File: src/rtl/uart_pkg.sv
// Shared types and constants for the UART response transmitter.
// Frame length depends on UART_PARITY_EN (adds an even-parity bit when defined).
package uart_pkg;

  typedef enum logic [2:0] {
    IDLE   = 3'd0,
    START  = 3'd1,
    DATA   = 3'd2,
    PARITY = 3'd3,
    STOP   = 3'd4
  } state_t;

`ifdef UART_PARITY_EN
  localparam int FRAME_BITS = 11;
`else
  localparam int FRAME_BITS = 10;
`endif

  localparam int BYTES_PER_PAIR = 2;

  function automatic logic even_parity(input logic [7:0] b);
    return ^b;
  endfunction

endpackage

File: src/rtl/uart_resp_tx_if.sv
// Request handshake between the report logic (master) and the transmitter (slave).
interface uart_resp_tx_if;
  logic       req_valid;
  logic       req_ready;
  logic [7:0] req_code;
  logic [7:0] req_data;

  modport master (output req_valid, output req_code, output req_data, input req_ready);
  modport slave  (input req_valid, input req_code, input req_data, output req_ready);
endinterface

File: src/rtl/uart_resp_tx_baud_tick.sv
// Bit-period timer: one-cycle tick every CLKS_PER_BIT clocks; srst holds the count at zero.
module baud_tick #(
  parameter int CLKS_PER_BIT = 16
) (
  input  logic clk,
  input  logic rst,
  input  logic srst,
  output logic tick
);

  localparam int W = (CLKS_PER_BIT > 1) ? $clog2(CLKS_PER_BIT) : 1;
  localparam logic [W-1:0] LAST = W'(CLKS_PER_BIT - 1);

  logic [W-1:0] cnt_r;

  // baud counter, wraps at the end of each bit period
  always_ff @(posedge clk or negedge rst) begin
    if (!rst) begin
      cnt_r <= '0;
    end else if (srst) begin
      cnt_r <= '0;
    end else if (cnt_r == LAST) begin
      cnt_r <= '0;
    end else begin
      cnt_r <= cnt_r + W'(1);
    end
  end

  assign tick = (cnt_r == LAST) && !srst;

endmodule

File: src/rtl/uart_resp_tx.sv
// Serializes a (code, data) byte pair as two back-to-back UART frames, LSB first.
// Define UART_PARITY_EN to insert an even-parity bit before each stop bit.
module uart_resp_tx
  import uart_pkg::*;
#(
  parameter int CLK_HZ       = 50000000,
  parameter int BAUD         = 9600,
  parameter int CLKS_PER_BIT = CLK_HZ / BAUD
) (
  input  logic           clk,
  input  logic           rst,
  uart_resp_tx_if.slave  bus,
  output logic           tx,
  output logic           busy,
  output logic           done
);

  state_t      state_r, state_s;
  logic [15:0] shift_r, shift_s;
  logic [2:0]  bit_idx_r, bit_idx_s;
  logic        byte_idx_r, byte_idx_s;
  logic        par_r, par_s;
  logic        tx_r, tx_s;
  logic        done_r, done_s;
  logic        busy_r, ready_r;
  logic        tick_s;
  logic        clr_s;

  assign clr_s = (state_r == IDLE);

  baud_tick #(.CLKS_PER_BIT(CLKS_PER_BIT)) u_baud (
    .clk  (clk),
    .rst  (rst),
    .srst (clr_s),
    .tick (tick_s)
  );

  // next-state, datapath and next line level
  always_comb begin
    state_s    = state_r;
    shift_s    = shift_r;
    bit_idx_s  = bit_idx_r;
    byte_idx_s = byte_idx_r;
    par_s      = par_r;
    done_s     = 1'b0;
    tx_s       = 1'b1;

    case (state_r)
      IDLE: begin
        if (bus.req_valid) begin
          state_s    = START;
          shift_s    = {bus.req_data, bus.req_code};
          bit_idx_s  = 3'd0;
          byte_idx_s = 1'b0;
        end else begin
          state_s = IDLE;
        end
      end
      START: begin
        if (tick_s) begin
          state_s   = DATA;
          bit_idx_s = 3'd0;
          par_s     = even_parity(shift_r[7:0]);
        end else begin
          state_s = START;
        end
      end
      DATA: begin
        if (tick_s) begin
          // the second byte slides into [7:0] once the first is shifted out
          shift_s = {1'b1, shift_r[15:1]};
          if (bit_idx_r == 3'd7) begin
`ifdef UART_PARITY_EN
            state_s = PARITY;
`else
            state_s = STOP;
`endif
            bit_idx_s = 3'd0;
          end else begin
            bit_idx_s = bit_idx_r + 3'd1;
          end
        end else begin
          state_s = DATA;
        end
      end
      PARITY: begin
        if (tick_s) begin
          state_s = STOP;
        end else begin
          state_s = PARITY;
        end
      end
      STOP: begin
        if (tick_s) begin
          if (byte_idx_r == 1'(BYTES_PER_PAIR - 2)) begin
            state_s    = START;
            byte_idx_s = 1'b1;
          end else begin
            state_s = IDLE;
            done_s  = 1'b1;
          end
        end else begin
          state_s = STOP;
        end
      end
      default: begin
        state_s = IDLE;
      end
    endcase

    // line level follows the upcoming state so tx changes on the same edge
    case (state_s)
      START:   tx_s = 1'b0;
      DATA:    tx_s = shift_s[0];
      PARITY:  tx_s = par_s;
      STOP:    tx_s = 1'b1;
      default: tx_s = 1'b1;
    endcase
  end

  // state and output registers
  always_ff @(posedge clk or negedge rst) begin
    if (!rst) begin
      state_r    <= IDLE;
      shift_r    <= 16'h0000;
      bit_idx_r  <= 3'd0;
      byte_idx_r <= 1'b0;
      par_r      <= 1'b0;
      tx_r       <= 1'b1;
      done_r     <= 1'b0;
      busy_r     <= 1'b0;
      ready_r    <= 1'b1;
    end else begin
      state_r    <= state_s;
      shift_r    <= shift_s;
      bit_idx_r  <= bit_idx_s;
      byte_idx_r <= byte_idx_s;
      par_r      <= par_s;
      tx_r       <= tx_s;
      done_r     <= done_s;
      busy_r     <= (state_s != IDLE);
      ready_r    <= (state_s == IDLE);
    end
  end

  assign bus.req_ready = ready_r;
  assign tx            = tx_r;
  assign busy          = busy_r;
  assign done          = done_r;

endmodule

File: src/flat_wrapper.sv
// flat-port wrapper written by rule: the top's interface ports become plain ports
module uart_resp_tx_flat import uart_pkg::*;
#(
  parameter int CLK_HZ       = 50000000,
  parameter int BAUD         = 9600,
  parameter int CLKS_PER_BIT = CLK_HZ / BAUD
)
  (clk, rst, tx, busy, done, bus_req_valid, bus_req_code, bus_req_data, bus_req_ready);
  uart_resp_tx_if bus_i ();
  input  logic clk;
  input  logic rst;
  output logic tx;
  output logic busy;
  output logic done;
  input wire logic [$bits(bus_i.req_valid)-1:0] bus_req_valid;
  input wire logic [$bits(bus_i.req_code)-1:0] bus_req_code;
  input wire logic [$bits(bus_i.req_data)-1:0] bus_req_data;
  output wire logic [$bits(bus_i.req_ready)-1:0] bus_req_ready;
  assign bus_i.req_valid = bus_req_valid;
  assign bus_i.req_code = bus_req_code;
  assign bus_i.req_data = bus_req_data;
  assign bus_req_ready = bus_i.req_ready;
  uart_resp_tx #(.CLK_HZ(CLK_HZ), .BAUD(BAUD), .CLKS_PER_BIT(CLKS_PER_BIT)) u_core (.clk(clk), .rst(rst), .bus(bus_i), .tx(tx), .busy(busy), .done(done));
endmodule
File: config.mk
export PLATFORM = sky130hd
export DESIGN_NAME = uart_resp_tx_flat
export DESIGN_NICKNAME = d
export VERILOG_FILES = /design/src/rtl/uart_pkg.sv /design/src/rtl/uart_resp_tx_if.sv /design/src/rtl/uart_resp_tx_baud_tick.sv /design/src/rtl/uart_resp_tx.sv /design/src/flat_wrapper.sv
export SDC_FILE = /design/constraint.sdc
export NUM_CORES = 1
export LEC_CHECK = 0
export CELL_PAD_IN_SITES_DETAIL_PLACEMENT = 1
export CELL_PAD_IN_SITES_GLOBAL_PLACEMENT = 2
export CORE_MARGIN = 2
export CORE_UTILIZATION = 38
export CTS_CLUSTER_DIAMETER = 40
export DETAILED_ROUTE_END_ITERATION = 7
export GPL_ROUTABILITY_DRIVEN = 0
export GPL_TIMING_DRIVEN = 0
export HOLD_SLACK_MARGIN = 0.1
export PLACE_DENSITY_LB_ADDON = 0.1
export SYNTH_ARGS = -nofsm -noshare
export SYNTH_HDL_FRONTEND = slang
export SYNTH_SLANG_ARGS = --single-unit
File: constraint.sdc
create_clock -name clk -period 3.62 [get_ports clk]
set_input_delay 0.362 -clock clk [delete_from_list [all_inputs] [get_ports clk]]
set_output_delay 0.362 -clock clk [all_outputs]
set_load 0.02 [all_outputs]
==> results.cfg <==
[clocking]
clkSinkCount = 41
clk_pin_slew_ns = 0.08
cts_resized = 0
cts_setup_buffers = 0
cts_buffer_depth = 2
cts-root-buf = clkbuf_8
clk_latency_ns = 0.29
htree_levels = 2
cts_made_buffers = 5
holdBufCountCts = 0
cts_tree = done

[final_layout]
stdcell_area_um2 = 2434
diodes = 0
utilization_pct = 47.65
layout.nets = 249
syn2layout_area_growth_pct = 20.81
layout-drive-gt1-share_pct = 10.53

[logic_synthesis]
yosys_warnings = 0
synth_top_area_share_pct = 48.45
synth_edf_count = 0
syn_avg_cell_area_um2 = 10.17
synthTopCellsByCount = dfrtp_1 (39), nand2_1 (36), nor2_1 (21)
synth_cells = 198
synthTopCellsByArea = dfrtp_1 (48%), nand2_1 (6.7%), a22oi_1 (5.6%), xnor2_1 (4.3%), nor2_1 (3.9%)
ys_types = 43
synth-seq-cells = 41
netlist_area_um2 = 2014
yosysTopAreaCell = dfrtp_1
syn_nets = 220
synth.most_common_cell = dfrtp_1
async_reset_ff_share_pct = 100.0
seq_area_frac_synth_pct = 51.06
synthFlopType = dfrtp_1

[timing]
drv_slew = 0
finalHoldViolCount = 0
skew_ns = 0.01076
period_share_pct = 68.43
finalSetupViolCount = 0
worst_slew_pin_slew_ns = 0.9076
setup_tns_ns = 0
period_needed_ns = 2.477
relSlewSlack_pct = 39.49
rsz0062_at_grt = no
postLayoutSetupSlackWorst_ns = 1.143
max_clock_freq_mhz = 403.7

[floorplan]
start_util_pct = 39.44
std_cell_rows = 26
io_pins = 23
die_width_um = 76.81
core-area_um2 = 5107
die_h_um = 76.81
die_area_um2 = 5900

[global_route]
grt_pass1_vias = 1571
grt_use_total_pct = 16.20
grt_max_degree = 42
antenna_found_initial = 0
overflow = 0
grt_pass1_wl_um = 7638

[pwr]
finalPower_mw = 0.9025
swShare_pct = 20.20
p_per_area_nw_per_um2 = 370.9
p_comb_share_pct = 5.6
p_leak_nw = 1.112
sequentialPowerShare_pct = 52.5
p_int_mw = 0.7202
clockPowerShare_pct = 41.8
p_sw_mw = 0.1823
peakVddDrop_mv = 0.2868

[worst_setup_path]
crit_family = simple AND/OR/NAND/NOR gates
crit_path_max_fanout = 10
cp_slowest_cell = nor4_4
cp-end-kind = flop
cp.arrival_ns = 2.64
crit_chain = clkbuf_1 -> or3b_1 -> clkbuf_1 -> nor4_4 -> nor2_1 -> clkbuf_1 -> nand2_1 -> nand2_1
crit_type = flop to flop
cpPeakStageDelay_ns = 0.46
critical_path_required_ns = 3.79
cp-start-kind = flop
crit_path_frequent_cell = clkbuf_1
crit_buf_inv = 3

[routing]
first_pass_iters = 4
totalWireLength_um = 4475
vias_per_cell = 5.070
via_count = 1511
wl_per_cell_um = 15.02
ant_nets = 0
drc = 0
drtIter0Drc = 63

[status]
outcome = complete, no violations

[placed_design]
hpwl_um = 3258
post-place-ws_ns = 1.083
port_buffers = 22
dpl_cell_area_um2 = 2317

[worst_hold_path]
hp-class = primary input to asynchronous set/reset pin

[job]
drv_cap = 0
final timing paths:
check | depth (start not counted) | to | startpoint | slack (ns)
max | 8 | u_core.shift_r[7] | u_core.state_r[1] | 1.14
min | 1 | u_core.bit_idx_r[1] | rst | 0.20
max reg2reg | 8 | u_core.shift_r[7] | u_core.state_r[1] | 1.14
min reg2reg | 2 | u_core.shift_r[9] | u_core.shift_r[9] | 0.49
max in group asynchronous | 1 | u_core.u_baud.cnt_r[8] | rst | 2.85
min in group clk | 2 | u_core.shift_r[9] | u_core.shift_r[9] | 0.49
metal layers:
layer	up-vias	share of wire (%)	GRT usage, %
met4	0	0.89	4.364
met5	-	0	0
met1	754	48	21.61
met2	18	49	27.02
met3	4	2.5	3.059
li1	735	-	-
flip-flops by register name, summed over array words and instances, names as in the netlist:
register,cells
u_core.shift_r,16
u_core.u_baud.cnt_r,13
u_core.bit_idx_r,3
u_core.state_r,3
u_core.bus.req_ready,1
u_core.busy,1
u_core.byte_idx_r,1
u_core.done,1
u_core.par_r,1
u_core.tx,1
cell usage in the layout, fill, tap and decap left out, types with 2 or more instances in the layout:
| master | n |
|---|---|
| a22oi_1 | 15 |
| dfstp_2 | 2 |
| nor2_1 | 21 |
| xnor2_1 | 10 |
| nor3b_1 | 3 |
| clkbuf_1 | 7 |
| mux2_1 | 2 |
| ha_1 | 3 |
| mux2i_1 | 2 |
| clkbuf_8 | 6 |
| dfrtp_1 | 39 |
| o21ai_0 | 5 |
| nor2b_1 | 2 |
| nand2_1 | 36 |
| nor3_1 | 2 |
| buf_2 | 3 |
| nand3_1 | 7 |
| inv_1 | 5 |
| xor2_1 | 9 |
| clkdlybuf4s50_1 | 21 |
| and3_1 | 3 |
cells by family after synthesis:
family,Yosys count,synth area share [%]
and+or+nand+nor,86,21.55
DFF,41,51.06
AOI/OAI and AO/OA,31,12.24
xor gates and xnor gates,19,8.261
buffers and inverters,14,2.919
muxes,4,2.112
adders and majority gates,3,1.864
layout make-up:
class	count	area [um^2]
buffer	9	40.04
inverter	5	18.77
timing repair buffer	22	215.2
multi-input combinational	143	927.1
sequential	41	1028
fill	599	2674
clock inverter	1	30.03
clock buffer	7	86.33
tap	70	87.58
worst reg2reg max path: cells and delay by family (launching register included):
| family | cells | cell delay (ns) |
|---|---|---|
| DFF | 1 | 0.33 |
| and+or+nand+nor | 5 | 1.25 |
| buffers and inverters | 3 | 0.78 |
through the flow:
stage / instances / hold WS (ns)
6_report: 298 / 0.1961
4_1_cts: 298 / 0.2339
2_1_floorplan: 198 / 0.06641
5_1_grt: 298 / 0.2665
3_5_place_dp: 290 / 0.4710
3_3_place_gp: 290 / 0.4601
power groups by stage:
stage                     clock, mW  combinational, mW  sequential (mW)
after floorplan                   0             0.0208            0.481
after global placement            0             0.0517            0.482
after detailed placement          0             0.0524            0.483
after CTS                     0.390             0.0526            0.474
after global routing          0.407             0.0577            0.475
final                         0.377             0.0509            0.474
Power figures use the tool's default switching activity.
